$ cat config.mk
export PLATFORM = sky130hd
export DESIGN_NAME = ycbcr_blob_tracker
export DESIGN_NICKNAME = d
export VERILOG_FILES = /design/src/rtl/ycbcr_blob_tracker_pkg.sv /design/src/rtl/ycbcr_blob_tracker_edge_detect.sv /design/src/rtl/ycbcr_blob_tracker.sv
export SDC_FILE = /design/constraint.sdc
export NUM_CORES = 1
export LEC_CHECK = 0
export ABC_AREA = 1
export BUFFER_PORTS_ARGS = -buffer_cell sky130_fd_sc_hd__buf_2
export CAP_MARGIN = 20
export CORE_MARGIN = 1.5
export CORE_UTILIZATION = 50
export CTS_BUF_LIST = sky130_fd_sc_hd__clkbuf_8
export DETAILED_ROUTE_END_ITERATION = 16
export PLACE_DENSITY = 0.69
export SKIP_CTS_REPAIR_TIMING = 1
export SLEW_MARGIN = 30
export SYNTH_ARGS = -nofsm -noshare
export SYNTH_HDL_FRONTEND = slang
export SYNTH_SLANG_ARGS = --single-unit
$ cat constraint.sdc
create_clock -name iClk -period 3.62 [get_ports iClk]
set_input_delay 0.905 -clock iClk [delete_from_list [all_inputs] [get_ports iClk]]
set_output_delay 0.905 -clock iClk [all_outputs]
set_load 0.005 [all_outputs]
$ cat src/rtl/ycbcr_blob_tracker_pkg.sv
// Shared widths, tracker FSM encoding and default skin-tone window for the blob tracker.
// Holds no logic.
package ycbcr_blob_tracker_pkg;

  localparam int XW_DEF = 12;
  localparam int YW_DEF = 11;

  typedef enum logic [1:0] {
    ST_WAIT   = 2'd0,
    ST_ACTIVE = 2'd1,
    ST_REPORT = 2'd2
  } trk_state_t;

  localparam logic [7:0] SKIN_Y_MIN  = 8'd40;
  localparam logic [7:0] SKIN_CB_MIN = 8'd77;
  localparam logic [7:0] SKIN_CB_MAX = 8'd127;
  localparam logic [7:0] SKIN_CR_MIN = 8'd133;
  localparam logic [7:0] SKIN_CR_MAX = 8'd173;

endpackage

$ cat src/rtl/ycbcr_blob_tracker_edge_detect.sv
// Registered-history edge detector; rise/fall are combinational on the current sample.
// Never stalls. Edges are suppressed until one real sample has been seen after reset.
module edge_detect (
  input  logic clk,
  input  logic rst_n,
  input  logic d,
  output logic rise,
  output logic fall
);

  logic prev_q;
  logic primed_q;

  always_ff @(posedge clk or negedge rst_n) begin
    if (!rst_n) begin
      prev_q   <= 1'b0;
      primed_q <= 1'b0;
    end else begin
      prev_q   <= d;
      primed_q <= 1'b1;
    end
  end

  // Without primed_q, a level already high out of reset would look like a rise.
  assign rise = primed_q & d & ~prev_q;
  assign fall = primed_q & ~d & prev_q;

endmodule

$ cat src/rtl/ycbcr_blob_tracker.sv
// YCbCr window classifier with per-frame hit count, coordinate sums and bounding box.
// Video/mask latency 1 cycle; results strobe 1 cycle after frame end. No backpressure.
module ycbcr_blob_tracker
  import ycbcr_blob_tracker_pkg::*;
#(
  parameter int XW  = XW_DEF,
  parameter int YW  = YW_DEF,
  parameter int CW  = XW + YW,
  parameter int SXW = XW + CW,
  parameter int SYW = YW + CW
) (
  input  logic           iClk,
  input  logic           iRst_n,
  input  logic [7:0]     iY,
  input  logic [7:0]     iCb,
  input  logic [7:0]     iCr,
  input  logic           iHSync,
  input  logic           iVSync,
  input  logic           iLineValid,
  input  logic           iFrameValid,
  input  logic [7:0]     iYMin,
  input  logic [7:0]     iCbMin,
  input  logic [7:0]     iCbMax,
  input  logic [7:0]     iCrMin,
  input  logic [7:0]     iCrMax,
  output logic [7:0]     oY,
  output logic [7:0]     oCb,
  output logic [7:0]     oCr,
  output logic           oHSync,
  output logic           oVSync,
  output logic           oLineValid,
  output logic           oFrameValid,
  output logic           oMask,
  output logic [CW-1:0]  oCount,
  output logic [SXW-1:0] oSumX,
  output logic [SYW-1:0] oSumY,
  output logic [XW-1:0]  oXMin,
  output logic [XW-1:0]  oXMax,
  output logic [YW-1:0]  oYMin,
  output logic [YW-1:0]  oYMax,
  output logic           oResultValid
);

  logic pv, hit;
  logic lv_rise_unused, lv_fall, fv_rise, fv_fall;

  assign pv  = iLineValid & iFrameValid;
  assign hit = pv & (iY >= iYMin)
                  & (iCb >= iCbMin) & (iCb <= iCbMax)
                  & (iCr >= iCrMin) & (iCr <= iCrMax);

  edge_detect u_lv_edge (
    .clk   (iClk),
    .rst_n (iRst_n),
    .d     (iLineValid),
    .rise  (lv_rise_unused),
    .fall  (lv_fall)
  );

  edge_detect u_fv_edge (
    .clk   (iClk),
    .rst_n (iRst_n),
    .d     (iFrameValid),
    .rise  (fv_rise),
    .fall  (fv_fall)
  );

  // Pixel coordinates of the current input sample.
  logic [XW-1:0] x_q, x_d;
  logic [YW-1:0] y_q, y_d;

  always_comb begin
    x_d = '0;
    if (pv) x_d = (x_q == '1) ? x_q : x_q + 1'b1;
    y_d = '0;
    if (iFrameValid) y_d = (lv_fall && (y_q != '1)) ? y_q + 1'b1 : y_q;
  end

  trk_state_t state_q, state_d;
  logic acc_clr, acc_en, rpt_load;

  always_comb begin
    state_d = state_q;
    acc_clr = 1'b0;
    acc_en  = 1'b0;
    unique case (state_q)
      ST_WAIT: begin
        if (fv_rise) begin
          state_d = ST_ACTIVE;
          acc_clr = 1'b1;
          acc_en  = 1'b1;
        end
      end
      ST_ACTIVE: begin
        acc_en = 1'b1;
        if (fv_fall) state_d = ST_REPORT;
      end
      ST_REPORT: begin
        // Only one idle cycle between frames: this cycle may already be the next rise.
        if (iFrameValid) begin
          state_d = ST_ACTIVE;
          acc_clr = 1'b1;
          acc_en  = 1'b1;
        end else begin
          state_d = ST_WAIT;
        end
      end
      default: state_d = ST_WAIT;
    endcase
  end

  assign rpt_load = (state_q == ST_ACTIVE) & fv_fall;

  logic [CW-1:0]  cnt_q, cnt_b, cnt_d;
  logic [SXW-1:0] sum_x_q, sum_x_b, sum_x_d;
  logic [SYW-1:0] sum_y_q, sum_y_b, sum_y_d;
  logic [XW-1:0]  xmin_q, xmin_b, xmin_d, xmax_q, xmax_b, xmax_d;
  logic [YW-1:0]  ymin_q, ymin_b, ymin_d, ymax_q, ymax_b, ymax_d;

  always_comb begin
    cnt_b   = acc_clr ? '0 : cnt_q;
    sum_x_b = acc_clr ? '0 : sum_x_q;
    sum_y_b = acc_clr ? '0 : sum_y_q;
    xmin_b  = acc_clr ? '1 : xmin_q;
    xmax_b  = acc_clr ? '0 : xmax_q;
    ymin_b  = acc_clr ? '1 : ymin_q;
    ymax_b  = acc_clr ? '0 : ymax_q;
    cnt_d   = cnt_b;
    sum_x_d = sum_x_b;
    sum_y_d = sum_y_b;
    xmin_d  = xmin_b;
    xmax_d  = xmax_b;
    ymin_d  = ymin_b;
    ymax_d  = ymax_b;
    if (acc_en && hit) begin
      cnt_d   = (cnt_b == '1) ? cnt_b : cnt_b + 1'b1;
      sum_x_d = sum_x_b + SXW'(x_q);
      sum_y_d = sum_y_b + SYW'(y_q);
      if (x_q < xmin_b) xmin_d = x_q;
      if (x_q > xmax_b) xmax_d = x_q;
      if (y_q < ymin_b) ymin_d = y_q;
      if (y_q > ymax_b) ymax_d = y_q;
    end
  end

  always_ff @(posedge iClk or negedge iRst_n) begin
    if (!iRst_n) begin
      state_q <= ST_WAIT;
      x_q     <= '0;
      y_q     <= '0;
      cnt_q   <= '0;
      sum_x_q <= '0;
      sum_y_q <= '0;
      xmin_q  <= '0;
      xmax_q  <= '0;
      ymin_q  <= '0;
      ymax_q  <= '0;
    end else begin
      state_q <= state_d;
      x_q     <= x_d;
      y_q     <= y_d;
      cnt_q   <= cnt_d;
      sum_x_q <= sum_x_d;
      sum_y_q <= sum_y_d;
      xmin_q  <= xmin_d;
      xmax_q  <= xmax_d;
      ymin_q  <= ymin_d;
      ymax_q  <= ymax_d;
    end
  end

  always_ff @(posedge iClk or negedge iRst_n) begin
    if (!iRst_n) begin
      oY          <= '0;
      oCb         <= '0;
      oCr         <= '0;
      oHSync      <= 1'b0;
      oVSync      <= 1'b0;
      oLineValid  <= 1'b0;
      oFrameValid <= 1'b0;
      oMask       <= 1'b0;
    end else begin
      oY          <= iY;
      oCb         <= iCb;
      oCr         <= iCr;
      oHSync      <= iHSync;
      oVSync      <= iVSync;
      oLineValid  <= iLineValid;
      oFrameValid <= iFrameValid;
      oMask       <= hit;
    end
  end

  // pv is low on the frame-fall cycle, so the accumulators are already final here.
  always_ff @(posedge iClk or negedge iRst_n) begin
    if (!iRst_n) begin
      oCount       <= '0;
      oSumX        <= '0;
      oSumY        <= '0;
      oXMin        <= '0;
      oXMax        <= '0;
      oYMin        <= '0;
      oYMax        <= '0;
      oResultValid <= 1'b0;
    end else begin
      oResultValid <= rpt_load;
      if (rpt_load) begin
        oCount <= cnt_q;
        oSumX  <= sum_x_q;
        oSumY  <= sum_y_q;
        if (cnt_q == '0) begin
          oXMin <= '0;
          oXMax <= '0;
          oYMin <= '0;
          oYMax <= '0;
        end else begin
          oXMin <= xmin_q;
          oXMax <= xmax_q;
          oYMin <= ymin_q;
          oYMax <= ymax_q;
        end
      end
    end
  end

endmodule

==> impl_results.md <==
* Worst-Skew Late Latency at 660 ps
* Vias in the first global route at 18.03k
* Total power at 9.352 mW
* Final period util at 81.56%
* Routed WL per cell at 14.85 um
* CP Cell Sequence: buf_2 -> inv_2 -> nor2_2 -> nand2_4 -> inv_2 -> buf_4 -> nor2_1 -> ha_1 -> nand3_1 -> nand3_1 -> nand2_1 -> nor2_1 -> nor2_1 -> o21ai_0 -> nand2_1 -> nand2_1 -> nand2_1 -> nand2_1 -> nand2_1
* Sequential Power Share at 45.4%
* TritonCTS buffer count at 58
* CP startpoint kind: primary input
* Grt total ovfl at 0
* Cells after DPL at 3469
* Final setup viols at 0
* Fin. Hold Viols at 0
* Post-synth EDFFs at 0
* Max-cap violation count at 0
* Comb power frac at 13.4%
* TritonCTS clock tree: done
* First-pass DRT Iterations at 5
* Max-slew headroom at 41.72%
* Port buffer count at 237
* Flop and latch count out of synthesis at 332
* DRT iter0 DRCs at 1029
* Worst-path maximum fanout at 17
* Seq/Total Area, Yosys at 41.92%
* Internal at 6.757 mW
* Top FF cell, synth: dfrtp_1
* Area Overhead vs Synth at 15.61%
* Clk network pwr share at 41.3%
* Fmax at 338.7 MHz
* WL final at 53.08 mm
* CTS Sinks at 332
* Cell Rows at 72
* RSZ-0062 raised after global routing: false
* Final Max Tran Viols at 0
* Arrival @ worst endpoint at 3510 ps
* Share of layout cells above drive strength 1 at 14.26%
* All-Layer GR Usage at 26.61%
* DIE AREA at 40840 um^2
* Min Hold Slack at 259.2 ps
* Initial Utilization at 50.92%
* Via density at 5.180
* Chip width at 202.1 um
* Top-level port count at 238
* Dpl hpwl at 37.68 mm
* Worst EP required at 4170 ps
* CP delay by family, top: simple AND/OR/NAND/NOR gates
* Worst path buffer plus inverter count at 4
* Net Sw Frac at 27.75%
* N_diodes at 0
* Fin area at 22910 um^2
* Multi-input gate area at 9818 um^2
* Die Y at 202.1 um
* Initial antenna violation count at 0
* Routed Antenna Nets at 0
* Hold/Removal Path Class: in2async
* Max VDD drop at 336.1 uV
* Top-area cell type share of the netlist area at 41.92%
* Synth warn at 0
* Pin count of the biggest net entering global routing at 123
* Finished Layout Cells at 3575
* Post-Syn Instances at 2771
* Critical Path End Type: flop
* Most common cell in the netlist: nand2_1
* Final net count at 3193
* Dominant cells by area after synthesis: dfrtp_1 (42%), nand2_1 (21%), ha_1 (6.9%)
* Least-Margin Pin Slew at 874.2 ps
* Area leader, netlist: dfrtp_1
* Critical Path Max Stage Delay at 490 ps
* Leak at 13.01 nW
* Netlist cell types at 46
* GPL Wtd Cong at 0.9326
* Fillers at 3737
* Register Area at 8308 um^2
* Most used cell, CP: nand2_1
* Min Clock Period, post-route at 2952 ps
* Avg Cell Area, Syn at 7.152 um^2
* Power Dens Cells at 408.2 nW/um^2
* Placed Area at 21610 um^2
* Async set-reset flop share out of synthesis at 100.0%
* Core box area at 38920 um^2
* H-tree levels at 2
* TNS Setup at 0 ps
* Clk slew on worst S/H paths at 60 ps
* Synthesized area at 19820 um^2
* Slowest stage cell, crit path: o21ai_0
* Commonest cells in the netlist: nand2_1 (1098), dfrtp_1 (332), inv_1 (317)
* Vias at 18.52k
* CTS Root Cell: clkbuf_8
* Net Switching at 2.595 mW
* Max clock buf depth at 3
* Crit Path Class: in2reg
* Status: finished clean
* DRC violations left at 0
* R2R setup slack at 670 ps
* Clock skew at 31.63 ps
* Syn Nets at 2953
* First-pass GRT wire length at 88.77 mm
-- metal layers --
metal	global-route usage, %	part of all wire [%]	routed length [um]	vias up
met4	10.02	3.4	1804	0
met1	35.79	45	23850	8664
met3	4.160	5.4	2847	114
met2	43.35	46	24580	529
li1	-	-	-	9212
met5	0	0	0	-
-- worst register-to-register path, stage by stage, from the launching register on --
cell,delay (ps)
dfrtp_1,370
inv_1,70
nand2_1,60
nand2_2,70
nand2_4,60
inv_2,140
buf_4,260
nor2_1,90
ha_1,390
nand3_1,110
nand3_1,140
nand2_1,90
nor2_1,90
nor2_1,70
o21ai_0,490
nand2_1,110
nand2_1,90
nand2_1,50
nand2_1,60
nand2_1,50
-- registers in the layout, indices dropped and copies added, names as in the netlist, 12 cells and up --
name,flops
oSumY,34
xmin_q,12
sum_y_q,34
oCount,23
xmax_q,12
sum_x_q,35
x_q,12
oXMin,12
oSumX,35
oXMax,12
cnt_q,23
-- final timing paths --
check | startpoint | end | cells past startpoint
worst max-delay path | iFrameValid | sum_x_q[29] | 19
worst max register to register | u_fv_edge.prev_q | sum_x_q[29] | 19
min in group iClk | iVSync | oVSync | 1
worst min-delay path | iRst_n | oVSync | 1
worst min register to register | oYMin[4] | oYMin[4] | 2
max in group asynchronous | iRst_n | oSumX[20] | 2
-- through the flow --
| step | util (%) | setup WS, ps |
|---|---|---|
| 6_report | 58.87 | 667.7 |
| 5_1_grt | 58.87 | 368.5 |
| 4_1_cts | 58.86 | 689.5 |
| 3_5_place_dp | 55.52 | 17.75 |
| 3_3_place_gp | 55.52 | 103.9 |
| 2_1_floorplan | - | 59.89 |
-- layout make-up --
| class | count | share of cell area (%) |
|---|---|---|
| Multi-Input combinational cell | 2018 | 42.85 |
| Clock buffer | 75 | 4.505 |
| Timing Repair Buffer | 276 | 7.061 |
| Clock inverter | 31 | 1.169 |
| Sequential cell | 332 | 36.26 |
| Inverter | 325 | 5.324 |
| Tap cell | 518 | 2.829 |
-- power groups by stage --
stage / clock network [mW] / registers [mW] / logic, mW
after CTS: 3.95 / 4.25 / 1.28
final: 3.86 / 4.24 / 1.25
after detailed placement: 0 / 4.30 / 1.27
after floorplan: 0 / 4.31 / 0.603
after global placement: 0 / 4.29 / 1.24
after global routing: 4.12 / 4.28 / 1.43
-- cell usage in the layout, fill, tap and decap left out, types with 5 or more instances in the layout --
master,n
a21o_1,5
buf_4,28
nand3b_1,8
nand2_1,1097
nand2_2,13
xnor2_1,15
bufinv_16,5
o21ai_0,153
a21oi_1,61
o21ai_1,6
xor2_1,22
buf_12,10
nand3_2,12
nor2_2,15
nor2_1,190
nand3_1,202
nor2_4,5
ha_1,110
inv_1,329
buf_2,236
inv_2,8
clkbuf_8,75
clkinv_2,13
nor3_1,26
nand4_1,33
dfrtp_1,332
-- kinds of logic (layout without fill, tap and decap cells) --
| logic type | count (synthesis) | after routing | synth area share [%] |
|---|---|---|---|
| buffers and inverters | 421 | 707 | 8.681 |
| AO/OA/AOI/OAI | 245 | 245 | 6.516 |
| AND/OR/NAND/NOR | 1623 | 1623 | 34.08 |
| flip-flops | 332 | 332 | 41.92 |
| adder cells (fa/ha/maj) | 112 | 112 | 7.147 |
| other | 1 | 1 | 0.01892 |
| XOR/XNOR | 37 | 37 | 1.635 |
(Power assumes the default switching activity.)
